[src/rtl/div_pkg.sv]
// Shared types and helpers for the sequential restoring divider.
package div_pkg;

  typedef enum logic [1:0] {IDLE, BUSY, FIX, DONE} div_state_t;

  localparam int                   DIV_WIDTH  = 32;
  localparam logic [DIV_WIDTH-1:0] DIV_ZERO_Q = 32'hFFFF_FFFF;

  // 0x80000000 maps to itself and is then read as an unsigned magnitude.
  function automatic logic [DIV_WIDTH-1:0] abs32(input logic [DIV_WIDTH-1:0] value,
                                                 input logic                 sign);
    return (sign && value[DIV_WIDTH-1]) ? (~value + 1'b1) : value;
  endfunction

endpackage

[src/rtl/div_seq_if.sv]
// Start/result handshake between the ALU stage (master) and the divider (slave).
interface div_seq_if #(parameter int WIDTH = 32);

  logic             validIn;
  logic             sign;
  logic [WIDTH-1:0] SrcA;
  logic [WIDTH-1:0] SrcB;
  logic             validOut;
  logic             busy;
  logic [WIDTH-1:0] Hi;
  logic [WIDTH-1:0] Lo;

  modport master (output validIn, sign, SrcA, SrcB,
                  input  validOut, busy, Hi, Lo);

  modport slave  (input  validIn, sign, SrcA, SrcB,
                  output validOut, busy, Hi, Lo);

endinterface

[src/rtl/div_step.sv]
// One combinational restoring-division iteration on magnitudes.
module div_step #(
  parameter int WIDTH = 32
) (
  input  logic [WIDTH:0]   rem_i,
  input  logic [WIDTH-1:0] quo_i,
  input  logic [WIDTH-1:0] dvs_i,
  output logic [WIDTH:0]   rem_o,
  output logic [WIDTH-1:0] quo_o
);

  // Two spare bits keep the shifted remainder and the compare carry intact.
  logic [WIDTH+1:0] sh;
  logic [WIDTH+1:0] dvs_ext;
  logic             ge;

  assign sh      = {rem_i, quo_i[WIDTH-1]};
  assign dvs_ext = {2'b00, dvs_i};
  assign ge      = (sh >= dvs_ext);

  assign rem_o = ge ? (WIDTH+1)'(sh - dvs_ext) : (WIDTH+1)'(sh);
  assign quo_o = {quo_i[WIDTH-2:0], ge};

endmodule

[src/rtl/div_seq.sv]
// Sequential restoring divider for DIV/DIVU: Lo = quotient, Hi = remainder.
// Optional macro DIV_EARLY_TERM_EN skips iterations for zero divisor or |dividend| < |divisor|.
module div_seq
  import div_pkg::*;
#(
  parameter int WIDTH = DIV_WIDTH,
  parameter int CNT_W = 6
) (
  input  logic      clk,
  input  logic      reset,
  div_seq_if.slave  bus
);

  div_state_t        state_q;
  logic [CNT_W-1:0]  cnt_q;
  logic [WIDTH:0]    rem_q;
  logic [WIDTH-1:0]  quo_q;
  logic [WIDTH-1:0]  dvs_q;
  logic              negq_q;
  logic              negr_q;
  logic              valid_q;
  logic              busy_q;
  logic [WIDTH-1:0]  hi_q;
  logic [WIDTH-1:0]  lo_q;

  logic [WIDTH:0]    rem_d;
  logic [WIDTH-1:0]  quo_d;
  logic [WIDTH-1:0]  mag_a;
  logic [WIDTH-1:0]  mag_b;

  function automatic logic [WIDTH-1:0] fix_sign(input logic [WIDTH-1:0] mag,
                                                input logic             neg);
    logic signed [WIDTH-1:0] m;
    m = mag;
    return neg ? -m : m;
  endfunction

  assign mag_a = abs32(bus.SrcA, bus.sign);
  assign mag_b = abs32(bus.SrcB, bus.sign);

  div_step #(.WIDTH(WIDTH)) u_step (
    .rem_i (rem_q),
    .quo_i (quo_q),
    .dvs_i (dvs_q),
    .rem_o (rem_d),
    .quo_o (quo_d)
  );

  always_ff @(posedge clk) begin
    if (reset) begin
      state_q <= IDLE;
      cnt_q   <= '0;
      valid_q <= 1'b0;
      busy_q  <= 1'b0;
      hi_q    <= '0;
      lo_q    <= '0;
    end else begin
      valid_q <= 1'b0;
      unique case (state_q)
        // Start: latch magnitudes and result signs.
        IDLE: begin
          if (bus.validIn) begin
            rem_q   <= '0;
            quo_q   <= mag_a;
            dvs_q   <= mag_b;
            // Zero divisor keeps the all-ones quotient unsigned.
            negq_q  <= bus.sign & (bus.SrcA[WIDTH-1] ^ bus.SrcB[WIDTH-1]) & (|bus.SrcB);
            negr_q  <= bus.sign & bus.SrcA[WIDTH-1];
            cnt_q   <= CNT_W'(WIDTH);
            busy_q  <= 1'b1;
            state_q <= BUSY;
`ifdef DIV_EARLY_TERM_EN
            if (bus.SrcB == '0) begin
              rem_q   <= {1'b0, bus.SrcA};
              quo_q   <= DIV_ZERO_Q;
              negq_q  <= 1'b0;
              negr_q  <= 1'b0;
              state_q <= FIX;
            end else if (mag_a < mag_b) begin
              rem_q   <= {1'b0, mag_a};
              quo_q   <= '0;
              state_q <= FIX;
            end
`endif
          end
        end
        // Iterate: one quotient bit per edge; dropping validIn aborts.
        BUSY: begin
          if (!bus.validIn) begin
            busy_q  <= 1'b0;
            cnt_q   <= '0;
            state_q <= IDLE;
          end else begin
            rem_q <= rem_d;
            quo_q <= quo_d;
            cnt_q <= cnt_q - 1'b1;
            if (cnt_q == CNT_W'(1)) begin
              state_q <= FIX;
            end
          end
        end
        // Sign-correct and publish the result.
        FIX: begin
          lo_q    <= fix_sign(quo_q, negq_q);
          hi_q    <= fix_sign(rem_q[WIDTH-1:0], negr_q);
          busy_q  <= 1'b0;
          valid_q <= 1'b1;
          state_q <= DONE;
        end
        DONE: begin
          state_q <= IDLE;
        end
        default: begin
          state_q <= IDLE;
        end
      endcase
    end
  end

  assign bus.validOut = valid_q;
  assign bus.busy     = busy_q;
  assign bus.Hi       = hi_q;
  assign bus.Lo       = lo_q;

endmodule
[src/flat_wrapper.sv]
// flat-port wrapper written by rule: the top's interface ports become plain ports
module div_seq_flat import div_pkg::*;
#(
  parameter int WIDTH = DIV_WIDTH,
  parameter int CNT_W = 6
)
  (clk, reset, bus_validIn, bus_sign, bus_SrcA, bus_SrcB, bus_validOut, bus_busy, bus_Hi, bus_Lo);
  div_seq_if #(.WIDTH(WIDTH)) bus_i ();
  input  logic clk;
  input  logic reset;
  input wire logic [$bits(bus_i.validIn)-1:0] bus_validIn;
  input wire logic [$bits(bus_i.sign)-1:0] bus_sign;
  input wire logic [$bits(bus_i.SrcA)-1:0] bus_SrcA;
  input wire logic [$bits(bus_i.SrcB)-1:0] bus_SrcB;
  output wire logic [$bits(bus_i.validOut)-1:0] bus_validOut;
  output wire logic [$bits(bus_i.busy)-1:0] bus_busy;
  output wire logic [$bits(bus_i.Hi)-1:0] bus_Hi;
  output wire logic [$bits(bus_i.Lo)-1:0] bus_Lo;
  assign bus_i.validIn = bus_validIn;
  assign bus_i.sign = bus_sign;
  assign bus_i.SrcA = bus_SrcA;
  assign bus_i.SrcB = bus_SrcB;
  assign bus_validOut = bus_i.validOut;
  assign bus_busy = bus_i.busy;
  assign bus_Hi = bus_i.Hi;
  assign bus_Lo = bus_i.Lo;
  div_seq #(.WIDTH(WIDTH), .CNT_W(CNT_W)) u_core (.clk(clk), .reset(reset), .bus(bus_i));
endmodule
[config.mk]
export PLATFORM = sky130hd
export DESIGN_NAME = div_seq_flat
export DESIGN_NICKNAME = d
export VERILOG_FILES = /design/src/rtl/div_pkg.sv /design/src/rtl/div_seq_if.sv /design/src/rtl/div_step.sv /design/src/rtl/div_seq.sv /design/src/flat_wrapper.sv
export SDC_FILE = /design/constraint.sdc
export NUM_CORES = 1
export LEC_CHECK = 0
export ABC_AREA = 1
export BUFFER_PORTS_ARGS = -buffer_cell sky130_fd_sc_hd__buf_2
export CORE_AREA = 3 3 198 200
export DETAILED_ROUTE_END_ITERATION = 12
export DIE_AREA = 0 0 201 203
export RECOVER_POWER = 25
export SKIP_CTS_REPAIR_TIMING = 1
export SLEW_MARGIN = 20
export SYNTH_ARGS = -nofsm -noshare
export SYNTH_HDL_FRONTEND = slang
export SYNTH_SLANG_ARGS = --single-unit
[constraint.sdc]
create_clock -name clk -period 6.2 [get_ports clk]
set_input_delay 1.86 -clock clk [delete_from_list [all_inputs] [get_ports clk]]
set_output_delay 1.86 -clock clk [all_outputs]
set_load 0.03 [all_outputs]
==> PnR_summary.wiki <==
{| class="wikitable"
! Metric !! Value
|-
| Run status || complete, but fails checks
|-
| Violated checks || capacitance limit, slew limit
|-
| Top Usage Layer GRT || met1
|-
| Min-Delay Path Depth || 2
|-
| Lkg Pwr || 7.18 nW
|-
| Number of remaining DRC errors || 0
|-
| Most common library cells after synthesis || nand2_1 (556), inv_1 (340), nor2_1 (277)
|-
| Post-synthesis net count || 2151
|-
| Arrival time at the worst endpoint || 4350 ps
|-
| Worst hold endpoint || u_core.bus.Lo[7]
|-
| Number of global-route vias before repair || 11900
|-
| Critical path class || in -> reg
|-
| Endpoint of the worst-slack reg-to-reg timing path || u_core.quo_q[15]
|-
| Met3 usage in global routing || about 2.8%
|-
| Final-report max-slew violation count || 36
|-
| Clock tree sinks || 173
|-
| Post-synth ARST share || 0%
|-
| Unrepaired setup endpoints after global routing || no
|-
| Sequential power share || 40.1%
|-
| VDD IR-drop max || 0.150 mV
|-
| DRC violation total after the first TritonRoute iteration || 1170
|-
| Final Power || around 3.6 mW
|-
| Initial antenna violation count || 6
|-
| GR Util met2 || 28.8%
|-
| Cell Count Post-Placement || between 2000 and 3000
|-
| Worst-skew pair later-pin latency || 440 ps
|-
| Cell accounting for the most synthesized area || edfxtp_1
|-
| Tot GR Track Use || 19.9%
|-
| Reported max-cap violation count || 1
|-
| Switching pwr || between 1 and 1.5 mW
|-
| Number of standard cells in the final layout excluding fillers || between 2000 and 3000
|-
| Width of the die || ~200 microns
|-
| Final routed wire length divided by cell count || 15.4 microns
|-
| Top-area cell type share of the netlist area || 22.6%
|-
| Number of top-level pins || about 130
|-
| Clk_skew || between 15 and 20 ps
|-
| Worst reg2reg path depth || 6
|-
| Most frequent cell after synthesis || nand2_1
|-
| Post-Route WL || 41.0 mm
|-
| Cell types with the largest area share after synthesis || edfxtp_1 (23%), nand2_1 (16%), dfxtp_1 (11%)
|-
| PwrDens || 242 nW/um^2
|-
| First-pass GRT wire length || 65.4 mm
|-
| Total of flip-flops plus latches after synthesis || 173
|-
| Last weighted congestion value of the routability-driven placer || 0.919
|-
| Combinational Power Share || around 28%
|-
| Sum Neg Setup Slack || 0 ps
|-
| Min Tclk post-route || 4200 ps
|-
| Max-slew headroom || -19.4%
|-
| Transition at the pin with the smallest max-transition slack || 1790 ps
|-
| Layout area overhead || 12.9%
|-
| DR vias || 12900
|-
| Overflow after GRT || 0
|-
| Number of buffers created by CTS || 17
|-
| Share of layout cells above drive strength 1 || 7.27%
|-
| Internal cell power || 2.29 mW
|-
| # nets final || 2257
|-
| Highest fanout seen on the critical path || 29
|-
| Maximum number of buffers from clock root to sink || 2
|-
| Post-Synthesis Cell Area || roughly 13000 sq um
|-
| Switching power share of the total || a little over a third
|-
| Most used flip-flop cell after synthesis || edfxtp_1
|-
| Area enclosed by the die boundary || roughly 40000 sq um
|-
| Period utilisation layout || between 60% and 70%
|-
| TritonCTS clock tree || yes
|-
| Number of distinct library cell variants in the gate-level netlist after synthesis || 45
|-
| Min-Delay Startpoint || u_core.bus.Lo[7]
|-
| Initial standard-cell utilization of the core || about a third
|-
| Post-synth EDFFs || 99
|-
| Number of buffer cells added on primary ports || 133
|-
| Yosys warning total || 0
|-
| Post-detailed-placement half-perimeter wirelength || 32.7 mm
|-
| Critical Path Source || bus_SrcA[31]
|-
| R2r setup slk || around 3100 ps
|-
| Placeable Area || 37600 sq um
|-
| Clk network pwr share || 31.7%
|-
| Upper clock frequency limit || ~240 MHz
|-
| Data required time of the critical path || 6340 ps
|-
| Length of the first detailed-routing pass in iterations || 6
|-
| Die Y || 203 microns
|-
| CTS H-tree depth || 4
|-
| Worst Setup Start Kind || input pin
|-
| Avg Cell Area, Syn || 6.44 sq um
|-
| Synthesized instance count || between 2000 and 2500
|-
| Vias per inst || 4.84
|-
| Antenna-violating nets left || 0
|-
| Number of hold-slack violations in the final timing report || 0
|-
| Tightest Hold Check Type || reg -> reg
|-
| Sequential element share of the synthesized area || between 30% and 40%
|-
| Clock transition at the registers of the reported paths || 70 ps
|-
| Worst setup EP type || register
|-
| Pin count of the biggest net entering global routing || 62
|-
| Met1 track demand over resource || between 30% and 40%
|-
| Number of setup violations in the final report || 0
|-
| Post-route worst hold slack || 495 ps
|-
| Standard-cell rows || 71
|-
| Root Buffer Master || clkbuf_16
|}
worst max-delay path by stage:
stage          cells after the start                to  slack (ps)
2_1_floorplan                      3   u_core.quo_q[0]         280
3_3_place_gp                       3  u_core.quo_q[19]        2230
3_5_place_dp                       3  u_core.quo_q[15]        2170
4_1_cts                            3  u_core.quo_q[29]        2630
5_1_grt                           10  u_core.quo_q[16]        1790
6_report                           9  u_core.quo_q[15]        2000
layout by cell type, fill, tap and decap left out, types with 5 or more instances in the layout:
cell type,n
o21ai_0,153
nand3_1,142
nand3b_1,7
a31oi_1,5
edfxtp_1,99
nand2_1,556
dfxtp_1,74
nand2_2,6
xor2_1,50
a21oi_1,85
ha_1,40
buf_2,84
or2_2,7
inv_1,339
nor3_1,29
clkbuf_1,51
and2_1,10
o21ai_1,6
nor2_2,9
o21bai_1,5
nor2_1,276
xnor2_1,15
o211ai_1,11
nand4_1,31
buf_4,6
clkbuf_16,18
area by class of cell:
type / instances / area [sq um]
Antenna cell: 3 / 7.51
Clock buffer: 21 / 482
Clock inverter: 11 / 129
Fill cell: 4080 / 22800
Inverter: 342 / 1280
Multi-Input combinational cell: 1472 / 7180
Sequential cell: 173 / 4450
Tap cell: 511 / 639
Timing Repair Buffer: 140 / 653
critical path, stage by stage:
cell	delay, ps
buf_2	140
nand2_1	60
clkbuf_1	700
inv_1	670
nand2_1	280
o21ai_0	130
or2_2	320
nand3_1	80
o21ai_0	100
cell families after synthesis:
family / share of synthesized area (%)
compound gates: 11.2
xor+xnor: 4.34
fa+ha+maj: 4.16
buf+inv: 11.7
flops: 33.9
simple gates: 34.7
flip-flops by register name, summed over array words and instances, names as in the netlist, named ones only:
name and flops:
u_core.bus.Hi 32, u_core.bus.Lo 32, u_core.bus.busy 1, u_core.bus.validOut 1
u_core.cnt_q 6, u_core.dvs_q 32, u_core.negq_q 1, u_core.negr_q 1
u_core.quo_q 32, u_core.rem_q 33, u_core.state_q 1
layer usage:
layer	wire [microns]	vias to the layer above
li1	-	6708
met1	21500	5796
met2	16600	375
met3	2330	43
met4	545	6
met5	34	-
per-stage QoR:
step	setup WS, ps	area [sq um]	utilization (%)
after global routing	1790	14800	39.4
after floorplan	284	13100	-
after global placement	2230	14300	38.0
after CTS	2630	14900	39.6
final	2000	14800	39.5
after detailed placement	2170	14300	38.0
power groups by stage:
stage	logic [mW]	registers [mW]	clock network (mW)
after detailed placement	0.999	1.46	0
final	1.01	1.44	1.14
after global placement	0.988	1.46	0
after floorplan	0.701	1.45	0
after CTS	1.01	1.43	1.15
after global routing	1.15	1.45	1.20
No activity file was read; power rests on OpenSTA's default activity.
